`src/rtl/miriscv_data_arb_if.sv`:
```
// Single data-memory protocol channel (request fields out, grant/response back).
// The master modport issues requests; the slave modport answers them.
interface miriscv_data_arb_if;
  logic        req;
  logic        we;
  logic [3:0]  be;
  logic [31:0] addr;
  logic [31:0] wdata;
  logic        gnt;
  logic        rvalid;
  logic [31:0] rdata;

  modport master (
    output req, we, be, addr, wdata,
    input  gnt, rvalid, rdata
  );

  modport slave (
    input  req, we, be, addr, wdata,
    output gnt, rvalid, rdata
  );
endinterface

```
`src/rtl/miriscv_data_arb.sv`:
```
// Round-robin arbiter sharing one data-memory port between two masters, one transaction in flight.
// Optional response timeout compiled in with `define MIRISCV_DATA_ARB_TIMEOUT_EN.
module miriscv_data_arb #(
  parameter int unsigned TIMEOUT_CYCLES = 64
) (
  input  logic                 clk_i,
  input  logic                 arstn_i,
  miriscv_data_arb_if.slave    m0,
  miriscv_data_arb_if.slave    m1,
  miriscv_data_arb_if.master   data
`ifdef MIRISCV_DATA_ARB_TIMEOUT_EN
  ,
  output logic                 timeout_o
`endif
);

  typedef enum logic [1:0] {StIdle, StAddr, StResp} state_e;

  state_e      state_q;
  logic        owner_q;
  logic        last_owner_q;
  logic        req_q;
  logic        we_q;
  logic [3:0]  be_q;
  logic [31:0] addr_q;
  logic [31:0] wdata_q;

  logic        winner;
  logic        gnt_hit;
  logic        rsp_hit;
  logic        abort;
  logic [31:0] rsp_rdata;

  // Tie goes to whichever master did not own the previous transaction.
  always_comb begin
    winner = 1'b0;
    if (m0.req && m1.req) begin
      winner = ~last_owner_q;
    end else begin
      winner = m1.req;
    end
  end

`ifdef MIRISCV_DATA_ARB_TIMEOUT_EN
  localparam logic [9:0] CntLast = 10'(TIMEOUT_CYCLES - 1);

  logic [9:0] cnt_q;
  logic       timeout_q;

  // A real response in the same cycle as expiry takes precedence.
  assign abort     = (state_q == StResp) && !data.rvalid && (cnt_q == CntLast);
  assign timeout_o = timeout_q;

  always_ff @(posedge clk_i or negedge arstn_i) begin
    if (!arstn_i) begin
      cnt_q     <= '0;
      timeout_q <= 1'b0;
    end else begin
      if (state_q == StAddr && data.gnt) begin
        cnt_q <= '0;
      end else if (state_q == StResp && !data.rvalid) begin
        cnt_q <= cnt_q + 10'd1;
      end
      if (abort) begin
        timeout_q <= 1'b1;
      end
    end
  end
`else
  assign abort = 1'b0;
`endif

  always_comb begin
    gnt_hit   = (state_q == StAddr) && data.gnt;
    rsp_hit   = (state_q == StResp) && (data.rvalid || abort);
    rsp_rdata = abort ? 32'hDEAD_BEEF : data.rdata;
  end

  always_ff @(posedge clk_i or negedge arstn_i) begin
    if (!arstn_i) begin
      state_q      <= StIdle;
      owner_q      <= 1'b0;
      last_owner_q <= 1'b1;
      req_q        <= 1'b0;
      we_q         <= 1'b0;
      be_q         <= '0;
      addr_q       <= '0;
      wdata_q      <= '0;
    end else begin
      unique case (state_q)
        StIdle: begin
          if (m0.req || m1.req) begin
            owner_q <= winner;
            req_q   <= 1'b1;
            state_q <= StAddr;
            if (winner) begin
              we_q    <= m1.we;
              be_q    <= m1.be;
              addr_q  <= m1.addr;
              wdata_q <= m1.wdata;
            end else begin
              we_q    <= m0.we;
              be_q    <= m0.be;
              addr_q  <= m0.addr;
              wdata_q <= m0.wdata;
            end
          end
        end
        StAddr: begin
          if (data.gnt) begin
            req_q   <= 1'b0;
            state_q <= StResp;
          end
        end
        StResp: begin
          if (rsp_hit) begin
            last_owner_q <= owner_q;
            state_q      <= StIdle;
          end
        end
        default: begin
          req_q   <= 1'b0;
          state_q <= StIdle;
        end
      endcase
    end
  end

  // Memory side is driven only from the holding registers.
  always_comb begin
    data.req   = req_q;
    data.we    = we_q;
    data.be    = be_q;
    data.addr  = addr_q;
    data.wdata = wdata_q;
  end

  always_comb begin
    m0.gnt    = gnt_hit && !owner_q;
    m1.gnt    = gnt_hit && owner_q;
    m0.rvalid = rsp_hit && !owner_q;
    m1.rvalid = rsp_hit && owner_q;
    m0.rdata  = (rsp_hit && !owner_q) ? rsp_rdata : '0;
    m1.rdata  = (rsp_hit && owner_q) ? rsp_rdata : '0;
  end

endmodule

```
`src/flat_wrapper.sv`:
```
// flat-port wrapper written by rule: the top's interface ports become plain ports
module miriscv_data_arb_flat 
#(
  parameter int unsigned TIMEOUT_CYCLES = 64
)
  (clk_i, arstn_i, m0_req, m0_we, m0_be, m0_addr, m0_wdata, m0_gnt, m0_rvalid, m0_rdata, m1_req, m1_we, m1_be, m1_addr, m1_wdata, m1_gnt, m1_rvalid, m1_rdata, data_req, data_we, data_be, data_addr, data_wdata, data_gnt, data_rvalid, data_rdata);
  miriscv_data_arb_if m0_i ();
  miriscv_data_arb_if m1_i ();
  miriscv_data_arb_if data_i ();
  input  logic clk_i;
  input  logic arstn_i;
  input wire logic [$bits(m0_i.req)-1:0] m0_req;
  input wire logic [$bits(m0_i.we)-1:0] m0_we;
  input wire logic [$bits(m0_i.be)-1:0] m0_be;
  input wire logic [$bits(m0_i.addr)-1:0] m0_addr;
  input wire logic [$bits(m0_i.wdata)-1:0] m0_wdata;
  output wire logic [$bits(m0_i.gnt)-1:0] m0_gnt;
  output wire logic [$bits(m0_i.rvalid)-1:0] m0_rvalid;
  output wire logic [$bits(m0_i.rdata)-1:0] m0_rdata;
  input wire logic [$bits(m1_i.req)-1:0] m1_req;
  input wire logic [$bits(m1_i.we)-1:0] m1_we;
  input wire logic [$bits(m1_i.be)-1:0] m1_be;
  input wire logic [$bits(m1_i.addr)-1:0] m1_addr;
  input wire logic [$bits(m1_i.wdata)-1:0] m1_wdata;
  output wire logic [$bits(m1_i.gnt)-1:0] m1_gnt;
  output wire logic [$bits(m1_i.rvalid)-1:0] m1_rvalid;
  output wire logic [$bits(m1_i.rdata)-1:0] m1_rdata;
  output wire logic [$bits(data_i.req)-1:0] data_req;
  output wire logic [$bits(data_i.we)-1:0] data_we;
  output wire logic [$bits(data_i.be)-1:0] data_be;
  output wire logic [$bits(data_i.addr)-1:0] data_addr;
  output wire logic [$bits(data_i.wdata)-1:0] data_wdata;
  input wire logic [$bits(data_i.gnt)-1:0] data_gnt;
  input wire logic [$bits(data_i.rvalid)-1:0] data_rvalid;
  input wire logic [$bits(data_i.rdata)-1:0] data_rdata;
  assign m0_i.req = m0_req;
  assign m0_i.we = m0_we;
  assign m0_i.be = m0_be;
  assign m0_i.addr = m0_addr;
  assign m0_i.wdata = m0_wdata;
  assign m0_gnt = m0_i.gnt;
  assign m0_rvalid = m0_i.rvalid;
  assign m0_rdata = m0_i.rdata;
  assign m1_i.req = m1_req;
  assign m1_i.we = m1_we;
  assign m1_i.be = m1_be;
  assign m1_i.addr = m1_addr;
  assign m1_i.wdata = m1_wdata;
  assign m1_gnt = m1_i.gnt;
  assign m1_rvalid = m1_i.rvalid;
  assign m1_rdata = m1_i.rdata;
  assign data_req = data_i.req;
  assign data_we = data_i.we;
  assign data_be = data_i.be;
  assign data_addr = data_i.addr;
  assign data_wdata = data_i.wdata;
  assign data_i.gnt = data_gnt;
  assign data_i.rvalid = data_rvalid;
  assign data_i.rdata = data_rdata;
  miriscv_data_arb #(.TIMEOUT_CYCLES(TIMEOUT_CYCLES)) u_core (.clk_i(clk_i), .arstn_i(arstn_i), .m0(m0_i), .m1(m1_i), .data(data_i));
endmodule
```
`config.mk`:
```
export PLATFORM = sky130hd
export DESIGN_NAME = miriscv_data_arb_flat
export DESIGN_NICKNAME = d
export VERILOG_FILES = /design/src/rtl/miriscv_data_arb_if.sv /design/src/rtl/miriscv_data_arb.sv /design/src/flat_wrapper.sv
export SDC_FILE = /design/constraint.sdc
export NUM_CORES = 1
export LEC_CHECK = 0
export ABC_AREA = 1
export CAP_MARGIN = 20
export CORE_MARGIN = 5
export CORE_UTILIZATION = 33
export CTS_BUF_LIST = sky130_fd_sc_hd__clkbuf_4
export DETAILED_ROUTE_END_ITERATION = 10
export PLACE_DENSITY_LB_ADDON = 0.05
export SLEW_MARGIN = 20
export SYNTH_ARGS = -nofsm -noshare
export SYNTH_HDL_FRONTEND = slang
export SYNTH_SLANG_ARGS = --single-unit
```
`constraint.sdc`:
```
create_clock -name clk_i -period 1.2 [get_ports clk_i]
set_clock_uncertainty 0.05 [all_clocks]
set_input_delay 0.12 -clock clk_i [delete_from_list [all_inputs] [get_ports clk_i]]
set_output_delay 0.12 -clock clk_i [all_outputs]
set_load 0.005 [all_outputs]
```
==> results of run 1 <==
-- kinds of logic (layout without fill, tap and decap cells) --
logic type | count (synthesis) | count (layout) | share of synthesized area, %
DFF | 74 | 74 | 40.9
and+or+nand+nor | 426 | 426 | 39.4
buffers and inverters | 217 | 603 | 19.0
other | 0 | 1 | 0
AOI/OAI and AO/OA | 5 | 5 | 0.745
-- synth_stat cells --
master and instances:
nand2_1 214, inv_1 171, nand3_1 140, dfrtp_1 73, nor2_1 70, buf_2 29
clkbuf_1 10, inv_2 4, buf_4 3, o21ai_0 2, o31ai_1 2, dfstp_2 1
nor2_2 1, nor2_4 1, o21ai_2 1
-- critical path, cell delays in order, from the launching register on --
cell        delay, ps
dfrtp_1           410
inv_2              80
nand3_4           100
nor2_4            190
clkinvlp_4        200
buf_6             160
nor2_1             90
buf_2             130
-- sequential cells by signal, indices dropped and copies added (netlist names) --
signal / count
u_core.data.be: 4
u_core.owner_q: 1
u_core.data.addr: 32
u_core.last_owner_q: 1
u_core.state_q: 2
u_core.data.req: 1
u_core.data.we: 1
u_core.data.wdata: 32
-- report_power, final --
part | switching, W | leakage [nW] | total [W] | internal, W
Combinational | 0.00467 | 4.04 | 0.00958 | 0.00491
Sequential | 0.000628 | 0.894 | 0.00440 | 0.00377
Clock | 0.000922 | 0.0612 | 0.00135 | 0.000432
-- worst paths after layout --
check                                                       start                                 to  cells after the start
max in group asynchronous                                 arstn_i    u_core.data.addr[6]$_DFFE_PN0P_                      3
worst max-delay path                u_core.state_q[0]$_DFFE_PN0P_                       m0_rdata[25]                      7
min in group clk_i                                         m1_req   u_core.data.addr[31]$_DFFE_PN0P_                      4
worst min-delay path                                      arstn_i   u_core.data.wdata[9]$_DFFE_PN0P_                      2
worst min register to register  u_core.data.wdata[21]$_DFFE_PN0P_  u_core.data.wdata[21]$_DFFE_PN0P_                      2
worst max register to register      u_core.state_q[1]$_DFFE_PN0P_   u_core.data.addr[20]$_DFFE_PN0P_                     12
-- per-stage QoR --
| step | hold slack [ps] | utilization, % | total power [W] | cell area [sq um] | worst slack, ps |
|---|---|---|---|---|---|
| floorplan | -226 | - | 0.00769 | 4580 | -14.5 |
| global placement | -13.7 | 60.5 | 0.0125 | 8070 | -757 |
| detailed placement | -12.2 | 60.5 | 0.0126 | 8070 | -814 |
| CTS | 25.5 | 61.2 | 0.0143 | 8170 | -764 |
| global route | 31.2 | 66.4 | 0.0165 | 8860 | -850 |
| finish | 50.9 | 66.4 | 0.0153 | 8860 | -775 |
-- per-layer routing --
metal | vias to the layer above | wire (microns) | part of all wire, %
met2 | 207 | 10900 | 51
met4 | 0 | 437 | 2.0
met3 | 31 | 1670 | 7.7
li1 | 2883 | - | -
met5 | - | 0 | 0
met1 | 2638 | 8520 | 40
-- what timing repair did --
| action | 4_1_cts | 5_1_grt |
|---|---|---|
| setup endpoints to repair | 211 | 163 |
| hold buffers | 1 | 0 |
| hold endpoints to repair | 74 | 0 |
| setup buffers | 33 | 23 |
| pin swaps | 7 | 10 |
| resized for setup | 621 | 97 |
| cloned | 8 | 6 |
-- final cells by class --
class / instances / area (sq um)
diodes: 1 / 2.50
inverters: 175 / 677
repair inverters: 2 / 23.8
clock inverters: 6 / 33.8
well taps: 176 / 220
repair buffers: 410 / 3730
flip-flops and latches: 74 / 1850
clock buffers: 10 / 75.1
multi-input cells: 431 / 2240
fillers: 1252 / 4490
==> impl_metrics.prom, run 1 <==
# TYPE chip_impl_metric gauge
chip_impl_info{name="run_status",value="finished, violations left"} 1
chip_impl_info{name="violations_in_the_final_reports",value="negative setup slack"} 1
chip_impl_metric{name="dp.final_hpwl",unit="microns"} 14900
chip_impl_metric{name="drt.antenna.violating_nets",unit=""} 0
chip_impl_info{name="synth.largest_area_cell",value="dfrtp_1"} 1
chip_impl_metric{name="synth_top_area_share",unit="%"} 40.3
chip_impl_metric{name="setup_total_negative_slack",unit="ps"} -85240
chip_impl_metric{name="r2r_setup_slack",unit="ps"} -610
chip_impl_metric{name="area.growth.synth_to_final",unit="%"} 95.4
chip_impl_metric{name="placed_cell_count",unit=""} 1199
chip_impl_metric{name="leakagePower",unit="nW"} 5.00
chip_impl_metric{name="cap_viol_max_count",unit=""} 0
chip_impl_metric{name="instances_no_fill",unit=""} 1285
chip_impl_metric{name="synth.net_count",unit=""} 898
chip_impl_metric{name="final_layout_size_suffix_gt1_share",unit="%"} 31.2
chip_impl_metric{name="ys_warn_count",unit=""} 0
chip_impl_metric{name="grt.total_usage",unit="%"} 25.0
chip_impl_metric{name="slew-limit-headroom",unit="%"} 79.4
chip_impl_metric{name="synth-seq-area-share",unit="%"} 40.9
chip_impl_metric{name="portBuffers",unit=""} 313
chip_impl_info{name="unrepaired_setup_endpoints_after_global_routing",value="yes"} 1
chip_impl_metric{name="cts.htree.levels",unit=""} 3
chip_impl_metric{name="hold_violations_final",unit=""} 0
chip_impl_metric{name="initial_core_util",unit="%"} 34.0
chip_impl_metric{name="floorplan.rows",unit=""} 42
chip_impl_info{name="clockRootBuffer",value="clkbuf_4"} 1
chip_impl_metric{name="synthesis.instances",unit=""} 722
chip_impl_metric{name="num_vias",unit=""} 5759
chip_impl_metric{name="numClockSinks",unit=""} 74
chip_impl_metric{name="routed_wire_length_per_instance",unit="microns"} 16.8
chip_impl_metric{name="transition_at_the_pin_with_the_smallest_max_transition_slack",unit="ps"} 308
chip_impl_metric{name="yosysUniqueCellTypes",unit=""} 15
chip_impl_info{name="commonest_non_fill_non_tap_cell_in_the_layout",value="nand2_1"} 1
chip_impl_metric{name="timing_max_transition_violations_final",unit=""} 0
chip_impl_metric{name="fmaxAchievable",unit="MHz"} 506
chip_impl_metric{name="drtPass1Iterations",unit=""} 4
chip_impl_metric{name="vias_in_the_first_global_route",unit=""} 5360
chip_impl_metric{name="yosys_register_bits",unit=""} 74
chip_impl_metric{name="first_iter_violations",unit=""} 317
chip_impl_info{name="worst-setup-path-type",value="flop to output pin"} 1
chip_impl_metric{name="die_area",unit="sq mm"} 0.0162
chip_impl_info{name="cp-start-kind",value="flop"} 1
chip_impl_metric{name="power.ir.vdd_worst",unit="mV"} 0.770
chip_impl_metric{name="min_period",unit="ps"} 1980
chip_impl_metric{name="route.final.wire_length",unit="microns"} 21600
chip_impl_metric{name="cp_data_required_time",unit="ps"} 1030
chip_impl_info{name="critPathCaptureType",value="output pin"} 1
chip_impl_info{name="global_routing_s_busiest_layer",value="met2"} 1
chip_impl_metric{name="critical_path.max_fanout",unit=""} 5
chip_impl_metric{name="die_width",unit="microns"} 127
chip_impl_metric{name="final_cycle_utilization_of_the_critical_path",unit="%"} 165
chip_impl_metric{name="cell_area_after_synthesis",unit="sq mm"} 0.00453
chip_impl_metric{name="grt_met3_usage",unit="%"} 7.10
chip_impl_metric{name="gr-total-overflow",unit=""} 0
chip_impl_metric{name="cts-buffers-inserted",unit=""} 9
chip_impl_metric{name="setup_viol_count_final",unit=""} 142
chip_impl_metric{name="antenna_found_initial",unit=""} 1
chip_impl_info{name="tritoncts",value="built"} 1
chip_impl_metric{name="core-area",unit="sq mm"} 0.0133
chip_impl_metric{name="grt_first_pass_wirelength",unit="microns"} 31700
chip_impl_metric{name="cts_max_path_buffers",unit=""} 2
chip_impl_metric{name="floorplan.io_pins",unit=""} 314
chip_impl_metric{name="clock_transition_at_the_registers_of_the_reported_paths",unit="ps"} 130
chip_impl_metric{name="met1_usage",unit="%"} 30.7
chip_impl_metric{name="powerDensity",unit="mW/mm^2"} 1730
chip_impl_metric{name="timing.critical_path.arrival",unit="ps"} 1810
chip_impl_metric{name="post_synth.cell_area_avg",unit="sq um"} 6.28
chip_impl_metric{name="clk_latency",unit="ps"} 430
chip_impl_metric{name="finish.net_count",unit=""} 1279
chip_impl_metric{name="drc",unit=""} 0
chip_impl_info{name="main_area_contributors_after_synthesis",value="dfrtp_1 40%, nand2_1 18%, nand3_1 15%, inv_1 14%, nor2_1 5.8%"} 1
chip_impl_metric{name="fin_ws",unit="ps"} -775
chip_impl_metric{name="vias_per_cell",unit=""} 4.48
chip_impl_metric{name="pin_count_of_the_biggest_net_entering_global_routing",unit=""} 52
chip_impl_info{name="final_cell_mix",value="206 x nand2_1, 173 x clkdlybuf4s50_1, 171 x inv_1"} 1
chip_impl_metric{name="gr-usage-met2",unit="%"} 43.5
chip_impl_metric{name="chipHeight",unit="microns"} 127
chip_impl_info{name="hold_path_class",value="input port to asynchronous set/reset pin"} 1
chip_impl_metric{name="routabilityCongestion",unit=""} 0.993
(Power assumes the default switching activity.)
==> run 2: changes to the inputs <==
--- a/config.mk
+++ b/config.mk
@@ -8,11 +8,10 @@
 export ABC_AREA = 1
 export CAP_MARGIN = 20
 export CORE_MARGIN = 5
-export CORE_UTILIZATION = 33
+export CORE_UTILIZATION = 35
 export CTS_BUF_LIST = sky130_fd_sc_hd__clkbuf_4
 export DETAILED_ROUTE_END_ITERATION = 10
 export PLACE_DENSITY_LB_ADDON = 0.05
-export SLEW_MARGIN = 20
 export SYNTH_ARGS = -nofsm -noshare
 export SYNTH_HDL_FRONTEND = slang
 export SYNTH_SLANG_ARGS = --single-unit
==> constraint.sdc (replaced) <==
create_clock -name clk_i -period 2.56 [get_ports clk_i]
set_clock_uncertainty 0.05 [all_clocks]
set_input_delay 0.256 -clock clk_i [delete_from_list [all_inputs] [get_ports clk_i]]
set_output_delay 0.256 -clock clk_i [all_outputs]
set_load 0.005 [all_outputs]
==> impl_metrics.prom, run 2 (synthesis gave the netlist of run 1 again) <==
# TYPE chip_impl_metric gauge
chip_impl_metric{name="numClockSinks",unit=""} 74
chip_impl_metric{name="fmaxAchievable",unit="MHz"} 421
chip_impl_metric{name="critical_path.max_fanout",unit=""} 32
chip_impl_metric{name="initial_core_util",unit="%"} 35.8
chip_impl_metric{name="cts.htree.levels",unit=""} 3
chip_impl_metric{name="die_area",unit="sq mm"} 0.0153
chip_impl_metric{name="dp.final_hpwl",unit="microns"} 13800
chip_impl_info{name="worst_r2r_endpoint",value="u_core.data.wdata[5]$_DFFE_PN0P_"} 1
chip_impl_metric{name="r2r_setup_slack",unit="ps"} 1120
chip_impl_metric{name="drt.antenna.violating_nets",unit=""} 0
chip_impl_metric{name="core-area",unit="sq mm"} 0.0127
chip_impl_metric{name="antenna_found_initial",unit=""} 0
chip_impl_metric{name="setup_total_negative_slack",unit="ps"} 0
chip_impl_metric{name="hold_violations_final",unit=""} 0
chip_impl_info{name="critical_path.reg2reg.startpoint",value="u_core.last_owner_q$_DFFE_PN1P_"} 1
chip_impl_metric{name="postPlaceCellArea",unit="sq mm"} 0.00779
chip_impl_metric{name="cp_data_required_time",unit="ps"} 2250
chip_impl_metric{name="floorplan.io_pins",unit=""} 314
chip_impl_info{name="final_cell_mix",value="311 x clkdlybuf4s50_1, 212 x nand2_1, 171 x inv_1"} 1
chip_impl_metric{name="grt_first_pass_wirelength",unit="microns"} 26700
chip_impl_metric{name="portBuffers",unit=""} 313
chip_impl_metric{name="final_layout_size_suffix_gt1_share",unit="%"} 4.01
chip_impl_info{name="clockRootBuffer",value="clkbuf_4"} 1
chip_impl_metric{name="finish.net_count",unit=""} 1194
chip_impl_metric{name="routabilityCongestion",unit=""} 0.818
chip_impl_metric{name="setup_viol_count_final",unit=""} 0
chip_impl_metric{name="fill_count",unit=""} 1206
chip_impl_metric{name="cap_viol_max_count",unit=""} 0
chip_impl_info{name="cp-start-kind",value="flop"} 1
chip_impl_metric{name="leakagePower",unit="nW"} 4.23
chip_impl_metric{name="drtPass1Iterations",unit=""} 5
chip_impl_metric{name="first_iter_violations",unit=""} 262
chip_impl_metric{name="transition_at_the_pin_with_the_smallest_max_transition_slack",unit="ps"} 510
chip_impl_info{name="tritoncts",value="built"} 1
chip_impl_metric{name="final_area",unit="sq mm"} 0.00800
chip_impl_metric{name="cts-buffers-inserted",unit=""} 9
chip_impl_metric{name="vias_per_cell",unit=""} 4.39
chip_impl_metric{name="cts_max_path_buffers",unit=""} 2
chip_impl_metric{name="floorplan.rows",unit=""} 41
chip_impl_metric{name="gr-total-overflow",unit=""} 0
chip_impl_metric{name="grt.total_usage",unit="%"} 22.9
chip_impl_info{name="critPathLaunch",value="u_core.state_q[0]$_DFFE_PN0P_"} 1
chip_impl_metric{name="pin_count_of_the_biggest_net_entering_global_routing",unit=""} 75
chip_impl_metric{name="route.final.wire_length",unit="microns"} 18200
chip_impl_metric{name="die_width",unit="microns"} 124
chip_impl_metric{name="post-layout-total-power",unit="W"} 0.00642
chip_impl_metric{name="rr_worst_depth",unit=""} 6
chip_impl_metric{name="power.ir.vdd_worst",unit="mV"} 0.411
chip_impl_metric{name="vias_in_the_first_global_route",unit=""} 4834
chip_impl_metric{name="timing.critical_path.arrival",unit="ps"} 2070
chip_impl_info{name="worst-setup-path-type",value="flop to output pin"} 1
chip_impl_info{name="commonest_non_fill_non_tap_cell_in_the_layout",value="clkdlybuf4s50_1"} 1
chip_impl_metric{name="area.growth.synth_to_final",unit="%"} 76.6
chip_impl_metric{name="drc",unit=""} 0
chip_impl_info{name="run_status",value="complete, no violations"} 1
chip_impl_metric{name="slew-limit-headroom",unit="%"} 66.0
chip_impl_metric{name="clk_latency",unit="ps"} 420
chip_impl_metric{name="chipHeight",unit="microns"} 124
chip_impl_metric{name="num_vias",unit=""} 5245
chip_impl_metric{name="timing_max_transition_violations_final",unit=""} 0
chip_impl_info{name="critPathCaptureType",value="output pin"} 1
chip_impl_metric{name="powerDensity",unit="mW/mm^2"} 803
chip_impl_metric{name="min_period",unit="ps"} 2380
chip_impl_metric{name="number_of_inserted_diodes",unit=""} 0
chip_impl_info{name="hold_path_class",value="input port to asynchronous set/reset pin"} 1
chip_impl_metric{name="clock_transition_at_the_registers_of_the_reported_paths",unit="ps"} 120
chip_impl_info{name="unrepaired_setup_endpoints_after_global_routing",value="no"} 1
chip_impl_metric{name="final_cycle_utilization_of_the_critical_path",unit="%"} 92.9
chip_impl_metric{name="routed_wire_length_per_instance",unit="microns"} 15.2
==> run 2: changes by cell type in the layout (fill, tap and decap cells not counted), moves of 6 or more <==
cell / delta
clkdlybuf4s50_1: +138
buf_2: -127
buf_4: -37
nand2_2: -6
nor2_2: -26
nor2_4: -25
buf_6: -29
nor2_1: +51
nand2_1: +6
nand3_1: +23
buf_12: -16
nand3_2: -21
==> run 2: final cells by class <==
type | instances | area [sq um] | area share [%]
sequential | 74 | 1850 | 23.2
tap | 172 | 215 | 2.69
clock inverter | 4 | 67.6 | 0.844
clock buffer | 11 | 82.6 | 1.03
inverter | 175 | 662 | 8.27
timing repair buffer | 327 | 3280 | 41.0
multi-input combinational | 431 | 1850 | 23.1
==> run 2: metal layers <==
metal / share of wire [%] / GRT usage [%]
met5: 0 / 0
met4: 2.4 / 9.07
met3: 10 / 7.49
met2: 50 / 38.7
met1: 38 / 26.8
==> run 2: timing repair <==
item                                   CTS  global route
setup endpoints to repair                2            64
pin swaps                                0             1
hold buffers                             1             0
gates resized for setup                  1             6
gates cloned                             0             0
endpoints found under the hold margin   73             0
buffers inserted                         0             1
==> run 2: per-stage QoR <==
| step | hold slack, ps | worst slack [ps] | utilization [%] | instances |
|---|---|---|---|---|
| 4_1_cts | 302 | 26.5 | 62.8 | 1192 |
| 3_5_place_dp | 414 | 238 | 61.5 | 1176 |
| 2_1_floorplan | -89.6 | 1170 | - | 722 |
| 6_report | 224 | 182 | 63.2 | 1194 |
| 3_3_place_gp | 411 | 286 | 61.5 | 1176 |
| 5_1_grt | 211 | 12.6 | 63.2 | 1194 |
==> run 2: worst max path at each step <==
| stage | endpoint | slack (ps) | cells after the start |
|---|---|---|---|
| after floorplan | m1_rdata[22] | 1170 | 6 |
| after global placement | m1_rdata[20] | 290 | 6 |
| after detailed placement | m1_rdata[22] | 240 | 6 |
| after CTS | m0_rdata[20] | 30 | 6 |
| after global routing | m0_rdata[25] | 10 | 6 |
| final | m0_rdata[7] | 180 | 6 |
==> run 2: where the power goes <==
group / internal, W / leakage [nW] / switching [W]
combinational: 0.00185 / 3.26 / 0.00167
clock: 0.000408 / 0.0820 / 0.000406
sequential: 0.00177 / 0.895 / 0.000320
==> run 2: worst max-delay path, stage by stage, from the launching register on <==
cell	delay [ps]
dfrtp_1	440
inv_2	100
nand3_2	110
nor2_2	190
inv_4	150
nor2_1	140
clkdlybuf4s50_1	520
==> run 3: changes to the inputs <==
--- a/config.mk
+++ b/config.mk
@@ -12,6 +12,7 @@
 export CTS_BUF_LIST = sky130_fd_sc_hd__clkbuf_4
 export DETAILED_ROUTE_END_ITERATION = 10
 export PLACE_DENSITY_LB_ADDON = 0.05
+export SLEW_MARGIN = 40
 export SYNTH_ARGS = -nofsm -noshare
 export SYNTH_HDL_FRONTEND = slang
 export SYNTH_SLANG_ARGS = --single-unit
==> constraint.sdc (replaced) <==
create_clock -name clk_i -period 2.53 [get_ports clk_i]
set_clock_uncertainty 0.05 [all_clocks]
set_input_delay 0.253 -clock clk_i [delete_from_list [all_inputs] [get_ports clk_i]]
set_output_delay 0.253 -clock clk_i [all_outputs]
set_load 0.005 [all_outputs]
==> impl_metrics.prom, run 3 (synthesis gave the netlist of run 1 again) <==
# TYPE chip_impl_metric gauge
chip_impl_info{name="run_status",value="complete, no violations"} 1
chip_impl_info{name="hold_path_class",value="input port to asynchronous set/reset pin"} 1
chip_impl_metric{name="grt_first_pass_wirelength",unit="microns"} 26400
chip_impl_metric{name="critical_path.max_fanout",unit=""} 33
chip_impl_metric{name="number_of_inserted_diodes",unit=""} 0
chip_impl_metric{name="final_core_utilization",unit="%"} 62.9
chip_impl_info{name="critPathCaptureType",value="output pin"} 1
chip_impl_metric{name="hold_violations_final",unit=""} 0
chip_impl_info{name="commonest_non_fill_non_tap_cell_in_the_layout",value="clkdlybuf4s50_1"} 1
chip_impl_metric{name="num_vias",unit=""} 5198
chip_impl_metric{name="fin_ws",unit="ps"} 170
chip_impl_metric{name="finish.net_count",unit=""} 1193
chip_impl_metric{name="fill_count",unit=""} 1249
chip_impl_metric{name="die_area",unit="sq mm"} 0.0153
chip_impl_metric{name="floorplan.io_pins",unit=""} 314
chip_impl_metric{name="dp.final_hpwl",unit="microns"} 13600
chip_impl_info{name="worst-setup-path-type",value="flop to output pin"} 1
chip_impl_metric{name="area.growth.synth_to_final",unit="%"} 75.8
chip_impl_info{name="tritoncts",value="built"} 1
chip_impl_metric{name="grt_met3_usage",unit="%"} 7.81
chip_impl_metric{name="clk_latency",unit="ps"} 410
chip_impl_metric{name="numClockSinks",unit=""} 74
chip_impl_metric{name="die_width",unit="microns"} 124
chip_impl_metric{name="clock_transition_at_the_registers_of_the_reported_paths",unit="ps"} 130
chip_impl_metric{name="pin_count_of_the_biggest_net_entering_global_routing",unit=""} 75
chip_impl_info{name="global_routing_s_busiest_layer",value="met2"} 1
chip_impl_metric{name="core-area",unit="sq mm"} 0.0127
chip_impl_info{name="final_cell_mix",value="311 x clkdlybuf4s50_1, 212 x nand2_1, 171 x inv_1"} 1
chip_impl_metric{name="regArea",unit="sq mm"} 0.00185
chip_impl_metric{name="hold_ws",unit="ps"} 337
chip_impl_metric{name="slew-limit-headroom",unit="%"} 54.2
chip_impl_info{name="cp-start-kind",value="flop"} 1
chip_impl_metric{name="final_cycle_utilization_of_the_critical_path",unit="%"} 93.3
chip_impl_metric{name="vias_in_the_first_global_route",unit=""} 4734
chip_impl_metric{name="cts.htree.levels",unit=""} 3
chip_impl_metric{name="timing_max_transition_violations_final",unit=""} 0
chip_impl_metric{name="drtPass1Iterations",unit=""} 7
chip_impl_metric{name="portBuffers",unit=""} 313
chip_impl_metric{name="fmaxAchievable",unit="MHz"} 424
chip_impl_metric{name="placement.setup.worst_slack",unit="ps"} 243
chip_impl_metric{name="multi_input_comb_area",unit="sq mm"} 0.00185
chip_impl_metric{name="routabilityCongestion",unit=""} 0.816
chip_impl_metric{name="power.ir.vdd_worst",unit="mV"} 0.418
chip_impl_metric{name="initial_core_util",unit="%"} 35.8
chip_impl_metric{name="cts-buffers-inserted",unit=""} 9
chip_impl_metric{name="routed_wire_length_per_instance",unit="microns"} 15.0
chip_impl_metric{name="cp_data_required_time",unit="ps"} 2230
chip_impl_metric{name="gr-usage-met2",unit="%"} 38.6
chip_impl_metric{name="post-layout-total-power",unit="W"} 0.00639
chip_impl_metric{name="powerDensity",unit="mW/mm^2"} 801
chip_impl_metric{name="cap_viol_max_count",unit=""} 0
chip_impl_metric{name="min_period",unit="ps"} 2360
chip_impl_metric{name="vias_per_cell",unit=""} 4.35
chip_impl_metric{name="gr-total-overflow",unit=""} 0
chip_impl_metric{name="floorplan.rows",unit=""} 41
chip_impl_metric{name="route.final.wire_length",unit="microns"} 17900
chip_impl_metric{name="grt.total_usage",unit="%"} 22.6
chip_impl_metric{name="met1_usage",unit="%"} 26.9
chip_impl_metric{name="transition_at_the_pin_with_the_smallest_max_transition_slack",unit="ps"} 687
chip_impl_metric{name="chipHeight",unit="microns"} 124
chip_impl_metric{name="drc",unit=""} 0
chip_impl_metric{name="timing.critical_path.arrival",unit="ps"} 2060
chip_impl_metric{name="leakagePower",unit="nW"} 4.21
chip_impl_metric{name="first_iter_violations",unit=""} 260
chip_impl_metric{name="cts_max_path_buffers",unit=""} 2
chip_impl_metric{name="antenna_found_initial",unit=""} 0
chip_impl_info{name="clockRootBuffer",value="clkbuf_4"} 1
chip_impl_metric{name="setup_viol_count_final",unit=""} 0
chip_impl_metric{name="final_layout_size_suffix_gt1_share",unit="%"} 4.01
chip_impl_metric{name="drt.antenna.violating_nets",unit=""} 0
==> run 3: changes by cell type in the layout (fill, tap and decap cells not counted) <==
cell	previous run	this run
clkinv_2	0	1
clkbuf_4	11	10
buf_6	0	1
bufinv_16	2	1
nor2_4	2	3
nor2_2	2	1
inv_6	0	1
buf_4	11	10
buf_16	1	0
inv_4	2	1
clkinvlp_4	0	2
==> run 3: worst paths after layout <==
check / from / endpoint / slack (ps) / cells past startpoint
max: u_core.state_q[0]$_DFFE_PN0P_ / m1_rdata[24] / 170 / 6
min: arstn_i / u_core.data.wdata[10]$_DFFE_PN0P_ / 340 / 2
max reg2reg: u_core.last_owner_q$_DFFE_PN1P_ / u_core.data.wdata[5]$_DFFE_PN0P_ / 1070 / 6
min reg2reg: u_core.data.addr[22]$_DFFE_PN0P_ / u_core.data.addr[22]$_DFFE_PN0P_ / 440 / 2
max in group asynchronous: arstn_i / u_core.data.addr[8]$_DFFE_PN0P_ / 1590 / 2
min in group clk_i: m1_req / u_core.data.wdata[10]$_DFFE_PN0P_ / 340 / 4
==> run 3: per-stage QoR <==
step                      instance area, sq um  std cells  TNS [ps]
after global placement                    7790       1176         0
after floorplan                           4530        722         0
final                                     7970       1194         0
after detailed placement                  7790       1176         0
after global routing                      7970       1194     -1.66
after CTS                                 7940       1193         0
==> run 3: layout make-up <==
class	instances	share of cell area, %
clock buffers	10	0.942
clock inverters	6	0.722
inverters	175	8.34
multi-input cells	431	23.2
flip-flops and latches	74	23.2
well taps	172	2.70
repair buffers	326	40.8
==> run 3: power breakdown <==
part / switching [W] / total [W] / internal [W]
sequential: 0.000327 / 0.00212 / 0.00179
combinational: 0.00167 / 0.00355 / 0.00187
clock: 0.000422 / 0.000726 / 0.000304
==> run 3: layer usage <==
layer | share of wire (%) | wire [microns]
met3 | 11 | 1910
met2 | 50 | 8940
met1 | 38 | 6770
met4 | 1.6 | 282
met5 | 0 | 0
==> run 3: worst max-delay path: stages (launching register included) <==
cell and delay, ps:
dfrtp_1 430, inv_2 100, nand3_2 130, nor2_4 190
inv_6 120, nor2_1 110, clkdlybuf4s50_1 570
==> run 3: repair_timing <==
item                                   4_1_cts  5_1_grt
endpoints found under the hold margin       73        0
setup buffers                                0        1
hold buffers                                 1        0
resized for setup                            1        8
pin swaps                                    0        2
setup endpoints to repair                    1       64
